$ cat config.mk
export PLATFORM = sky130hd
export DESIGN_NAME = control_estados
export DESIGN_NICKNAME = d
export VERILOG_FILES = /design/src/rtl/control_estados.sv
export SDC_FILE = /design/constraint.sdc
export NUM_CORES = 1
export LEC_CHECK = 0
export BUFFER_PORTS_ARGS = -buffer_cell sky130_fd_sc_hd__buf_4
export CAP_MARGIN = 30
export CORE_ASPECT_RATIO = 1.25
export CORE_UTILIZATION = 25
export DETAILED_ROUTE_END_ITERATION = 12
export GPL_ROUTABILITY_DRIVEN = 0
export PLACE_DENSITY_LB_ADDON = 0.12
export SYNTH_ARGS = -nofsm -noshare
export SYNTH_HDL_FRONTEND = slang
export SYNTH_SLANG_ARGS = --single-unit
export TNS_END_PERCENT = 100
$ cat constraint.sdc
create_clock -name clk -period 2.15 [get_ports clk]
set_input_delay 0.215 -clock clk [delete_from_list [all_inputs] [get_ports clk]]
set_output_delay 0.215 -clock clk [all_outputs]
set_load 0.01 [all_outputs]
$ cat src/rtl/control_estados.sv
// -----------------------------------------------------------------------------
// control_estados -- game-phase sequencer for the hero game.
//
// Owns the phase code `presente` (which is also the FSM state register, so it
// doubles as the state debug view) and decides when the power-up greeting,
// hero selection, play and game-over phases start and end.
//
// Optional feature macro: PAUSE_EN
//   defined   -> KEY_PAUSE toggles JUEGO <-> PAUSA (code 4)
//   undefined -> no PAUSA state, KEY_PAUSE ignored in JUEGO
//
// Ports:
//   clk            in   system clock (27 MHz)
//   rst_n          in   asynchronous active-low reset
//   encendido      in   power switch, asynchronous level (synchronized here)
//   keypad_pressed in   keypad press level, asynchronous (synchronized here)
//   key[4:0]       in   key code, valid while keypad_pressed=1
//   cambio         in   menu flag: a non-zero hero is selected
//   heroe[2:0]     in   hero index currently shown by the menu
//   fin_juego      in   one-cycle game-over pulse from the game core
//   presente[3:0]  out  phase: 0 APAGADO,1 HOLA,2 PERSONAJE,3 JUEGO,4 PAUSA,5 FIN
//   heroe_conf[2:0] out hero latched at confirmation, 0 when none
//   inicio_juego   out  one-cycle pulse on entry to JUEGO from PERSONAJE
//
// No valid/ready handshakes here: keypad events are edge-detected levels and
// fin_juego / inicio_juego are single-cycle pulses.
// -----------------------------------------------------------------------------
module control_estados #(
    parameter int unsigned HOLA_TICKS  = 54_000_000,
    parameter int unsigned INACT_TICKS = 270_000_000,
    parameter int unsigned FIN_TICKS   = 81_000_000,
    parameter logic [4:0]  KEY_CONFIRM = 5'd13,
    parameter logic [4:0]  KEY_BACK    = 5'd14,
    parameter logic [4:0]  KEY_PAUSE   = 5'd15
) (
    input  logic       clk,
    input  logic       rst_n,
    input  logic       encendido,
    input  logic       keypad_pressed,
    input  logic [4:0] key,
    input  logic       cambio,
    input  logic [2:0] heroe,
    input  logic       fin_juego,
    output logic [3:0] presente,
    output logic [2:0] heroe_conf,
    output logic       inicio_juego
);

    typedef enum logic [3:0] {
        APAGADO   = 4'd0,
        HOLA      = 4'd1,
        PERSONAJE = 4'd2,
        JUEGO     = 4'd3,
`ifdef PAUSE_EN
        PAUSA     = 4'd4,
`endif
        FIN       = 4'd5
    } estado_t;

    // Timer reload values: a state entered with TICKS-1 and leaving on
    // timer==0 spends exactly TICKS cycles in that state.
    localparam logic [31:0] HOLA_LOAD  = 32'(HOLA_TICKS - 1);
    localparam logic [31:0] INACT_LOAD = 32'(INACT_TICKS - 1);
    localparam logic [31:0] FIN_LOAD   = 32'(FIN_TICKS - 1);

    estado_t     estado;
    logic [31:0] timer;

    logic enc_s1, enc_s2;
    logic kp_s1, kp_s2, kp_d;
    logic pe;
    logic expira;

    // Two-flop synchronizers plus one delay flop for keypad edge detection.
    always_ff @(posedge clk or negedge rst_n) begin
        if (!rst_n) begin
            enc_s1 <= 1'b0;
            enc_s2 <= 1'b0;
            kp_s1  <= 1'b0;
            kp_s2  <= 1'b0;
            kp_d   <= 1'b0;
        end else begin
            enc_s1 <= encendido;
            enc_s2 <= enc_s1;
            kp_s1  <= keypad_pressed;
            kp_s2  <= kp_s1;
            kp_d   <= kp_s2;
        end
    end

    // One pulse per press; `key` has long settled by the time the press level
    // emerges from the synchronizer, so it is sampled directly on this cycle.
    assign pe     = kp_s2 & ~kp_d;
    assign expira = (timer == 32'd0);

    assign presente = estado;

    always_ff @(posedge clk or negedge rst_n) begin
        if (!rst_n) begin
            estado       <= APAGADO;
            heroe_conf   <= 3'd0;
            inicio_juego <= 1'b0;
            timer        <= 32'd0;
        end else begin
            inicio_juego <= 1'b0;
            if (!enc_s2) begin
                // Power off overrides every other condition, from any state.
                estado     <= APAGADO;
                heroe_conf <= 3'd0;
                timer      <= 32'd0;
            end else begin
                case (estado)
                    APAGADO: begin
                        estado <= HOLA;
                        timer  <= HOLA_LOAD;
                    end

                    HOLA: begin
                        if (pe || expira) begin
                            estado <= PERSONAJE;
                            timer  <= INACT_LOAD;
                        end else begin
                            timer <= timer - 32'd1;
                        end
                    end

                    PERSONAJE: begin
                        // A press wins over an expiry landing on the same cycle.
                        if (pe) begin
                            if (key == KEY_CONFIRM && cambio) begin
                                estado       <= JUEGO;
                                heroe_conf   <= heroe;
                                inicio_juego <= 1'b1;
                                timer        <= 32'd0;
                            end else if (key == KEY_BACK) begin
                                estado <= HOLA;
                                timer  <= HOLA_LOAD;
                            end else begin
                                // Includes confirm without a selected hero.
                                timer <= INACT_LOAD;
                            end
                        end else if (expira) begin
                            estado <= HOLA;
                            timer  <= HOLA_LOAD;
                        end else begin
                            timer <= timer - 32'd1;
                        end
                    end

                    JUEGO: begin
                        if (fin_juego) begin
                            estado <= FIN;
                            timer  <= FIN_LOAD;
                        end
`ifdef PAUSE_EN
                        else if (pe && key == KEY_PAUSE) begin
                            estado <= PAUSA;
                        end
`endif
                    end

`ifdef PAUSE_EN
                    PAUSA: begin
                        if (fin_juego) begin
                            estado <= FIN;
                            timer  <= FIN_LOAD;
                        end else if (pe && key == KEY_PAUSE) begin
                            // Resume: no start pulse, hero kept.
                            estado <= JUEGO;
                        end
                    end
`endif

                    FIN: begin
                        if (expira) begin
                            estado     <= PERSONAJE;
                            heroe_conf <= 3'd0;
                            timer      <= INACT_LOAD;
                        end else begin
                            timer <= timer - 32'd1;
                        end
                    end

                    default: begin
                        estado     <= APAGADO;
                        heroe_conf <= 3'd0;
                        timer      <= 32'd0;
                    end
                endcase
            end
        end
    end

endmodule

==> run_results.csv <==
group,metric,value,unit
final_layout,mostFrequentLayoutCell,"sky130_fd_sc_hd__buf_4",
logic_synthesis,synth.avg_cell_area,8.13,um^2
route,route.detailed.drc,0,
worst_setup_path,reg2reg_slack,0.002,ns
status,status,"finished clean",
route,via_count,3129,
timing,post-route-worst-setup-slack,0.00161,ns
clock_tree,cts.clk_slew.worst_paths,0.07,ns
worst_setup_path,end_kind,"flip-flop",
timing,relSlewSlack,59.8,%
final_layout,num-fill-cells,1183,
timing,fin_clk_skew,0.00858,ns
floorplan,die_area,12000,um^2
final_layout,layout-drive-gt1-share,32.7,%
final_layout,finish.net_count,462,
timing,final-hold-violation-count,0,
timing,finalSetupViolCount,0,
clock_tree,cts_root_buf,"sky130_fd_sc_hd__clkbuf_16",
clock_tree,cts_tree,"yes",
logic_synthesis,number_of_synthesized_flops_with_an_enable_pin,0,
global_routing,via_count_of_the_first_global_routing_pass,3127,
worst_setup_path,worst_ep_required_time,2.32,ns
timing,fin_crit,2.15,ns
timing,rsz0062_at_grt,"true",
timing,finalSetupTns,0,ns
timing,maxSlewViolCount,0,
logic_synthesis,netlist-cell-type-count,58,
floorplan,start_util,25.8,%
final_layout,area_growth_syn_to_layout,44.2,%
final_layout,multi_input_area,1900,um^2
place,preCtsSetupSlack,-0.289,ns
final_layout,most-common-layout-cells,"sky130_fd_sc_hd__buf_4, sky130_fd_sc_hd__nand2_1, sky130_fd_sc_hd__dfrtp_1, sky130_fd_sc_hd__o21ai_0, sky130_fd_sc_hd__nor2_1",
min_path,hold_path_class,"primary input to flip-flop",
final_layout,register_cell_area_after_layout,1100,um^2
floorplan,floorplan.io_pins,22,
job,drv.max_cap_violation_count,0,
route,via_per_inst,5.38,
worst_setup_path,worst-path-max-fanout,7,
final_layout,n_antenna_cell,0,
route,routed_wire_length_per_instance,18.3,um
place,hpwl,8.11,mm
route,drt_wl_total,10.7,mm
route,first_pass_iters,4,
min_path,holdCritStartpoint,"keypad_pressed",
worst_setup_path,crit_arrival,2.32,ns
worst_setup_path,worstReg2RegStart,"timer[13]",
logic_synthesis,seq_area_frac_synth,38.1,%
global_routing,grt.overflow.total,0,
clock_tree,ctsLongestPathBuffers,2,
final_layout,fin_area,4170,um^2
floorplan,placementRows,43,
clock_tree,numClockSinks,44,
place,buffer_ports.inserted,20,
global_routing,maximum_number_of_pins_on_one_net_before_global_route_repair,45,
power_and_ir_drop,power.density,1240,nW/um^2
logic_synthesis,ys_async_sr_fraction,100,%
floorplan,total_core_area,11200,um^2
timing,post-route-period-util,99.9,%
floorplan,floorplan.die.height,122,um
timing,tightest_slew,0.602,ns
logic_synthesis,post_synth_inst_count,356,
clock_tree,numCtsBuffers,5,
final_layout,fin_util,37.3,%
timing,maximum_clock_frequency,465,MHz
global_routing,wire_length_of_the_first_global_routing_pass,16.9,mm
global_routing,grt_antenna_before_repair,0,
logic_synthesis,syn-cell-area,2890,um^2
power_and_ir_drop,cellLeakagePower,1.75,nW
floorplan,die_x,98.2,um
clock_tree,clock_insertion_delay_worst_skew,0.29,ns
logic_synthesis,synth-seq-cells,44,
logic_synthesis,yosysWarningCount,0,
place,postPlaceCellArea,3710,um^2
route,detailedRoute.firstIterationViolations,151,
power_and_ir_drop,ir_drop,0.495,mV
power_and_ir_drop,overall_power_after_layout,5.16,mW
route,antenna_left,0,
worst_setup_path,setup.worst_path.start_class,"flip-flop",
worst_setup_path,crit_type,"flip-flop to flip-flop",
logic_synthesis,syn_nets,372,
global_routing,overall_fraction_of_global_route_tracks_in_use,18.5,%
clock_tree,htree_levels,2,
worst_setup_path,worst_setup_path_startpoint,"timer[13]",
logic_synthesis,dominantRegCellSynth,"sky130_fd_sc_hd__dfrtp_1",
[path summary, 6_finish.rpt]
check,end,cells past startpoint
min,kp_s1,1
min reg2reg,enc_s2,0
max in group asynchronous,timer[7],2
max reg2reg,timer[9],8
max,timer[9],8
min in group asynchronous,timer[23],2
[through the flow]
stage | hold slack [ns] | std cells
floorplan | -0.0806 | 356
CTS | 0.0217 | 578
finish | 0.0272 | 582
detailed placement | 0.277 | 567
global placement | 0.277 | 567
global route | 0.0217 | 582
[sequential cells by signal, indices dropped and copies added, names as in the netlist]
register      count
kp_d              1
kp_s1             1
enc_s2            1
presente          3
enc_s1            1
kp_s2             1
heroe_conf        3
inicio_juego      1
timer            32
[what timing repair did]
| item | in CTS | in global routing |
|---|---|---|
| endpoints found under the setup margin | 32 | 30 |
| setup buffers | 3 | 5 |
| hold buffers | 1 | 0 |
| resized for setup | 28 | 27 |
| pin swaps | 7 | 13 |
| hold endpoints to repair | 44 | 0 |
[cell families (layout without fill, tap and decap cells)]
family / after synthesis / after routing / synth area share [%]
compound gates: 113 / 113 / 24.5
other cells: 1 / 1 / 0.130
simple gates: 164 / 164 / 30.2
buf+inv: 24 / 115 / 3.68
xor+xnor: 6 / 6 / 1.82
flops: 44 / 44 / 38.1
fa+ha+maj: 2 / 2 / 0.865
mux: 2 / 2 / 0.692
[report_power, final]
part	leakage, nW	switching (mW)	internal, mW	total [mW]
logic	1.10	1.58	1.35	2.93
registers	0.567	0.234	1.06	1.29
clock network	0.0871	0.346	0.583	0.928
[worst max-delay path, cell delays in order (launching register included)]
cell                      delay (ns)
sky130_fd_sc_hd__dfrtp_1        0.38
sky130_fd_sc_hd__or3_4          0.41
sky130_fd_sc_hd__nor4_4         0.28
sky130_fd_sc_hd__and4_4         0.29
sky130_fd_sc_hd__buf_8          0.14
sky130_fd_sc_hd__buf_6          0.13
sky130_fd_sc_hd__nor4_2         0.04
sky130_fd_sc_hd__o31ai_1        0.24
sky130_fd_sc_hd__o21ai_1        0.11
[cells in the mapped netlist (6+ instances only)]
cell	instances	share of area, %
sky130_fd_sc_hd__nand3_1	11	1.9
sky130_fd_sc_hd__a21oi_1	22	3.8
sky130_fd_sc_hd__nand2b_1	7	1.5
sky130_fd_sc_hd__or3_1	8	1.7
sky130_fd_sc_hd__nor4_1	6	1.3
sky130_fd_sc_hd__clkbuf_1	15	1.9
sky130_fd_sc_hd__nor3_1	23	4.0
sky130_fd_sc_hd__nor2b_1	6	1.3
sky130_fd_sc_hd__o21ai_0	45	7.8
sky130_fd_sc_hd__dfrtp_1	44	38
sky130_fd_sc_hd__nor2_1	25	3.2
sky130_fd_sc_hd__nand2_1	44	5.7
[final cells by class]
| cell class | instances | share of cell area [%] |
|---|---|---|
| repair buffers | 102 | 19.3 |
| flip-flops and latches | 44 | 26.4 |
| well taps | 135 | 4.05 |
| multi-input cells | 288 | 45.6 |
| inverters | 5 | 0.450 |
| clock inverters | 2 | 0.930 |
| clock buffers | 6 | 3.33 |
[routing by layer]
metal  global-route usage (%)  part of all wire (%)
met3                     2.16                   3.1
met1                     22.1                    42
met4                     5.50                   1.4
met2                     34.6                    54
met5                        0                     0
Power figures use the tool's default switching activity.
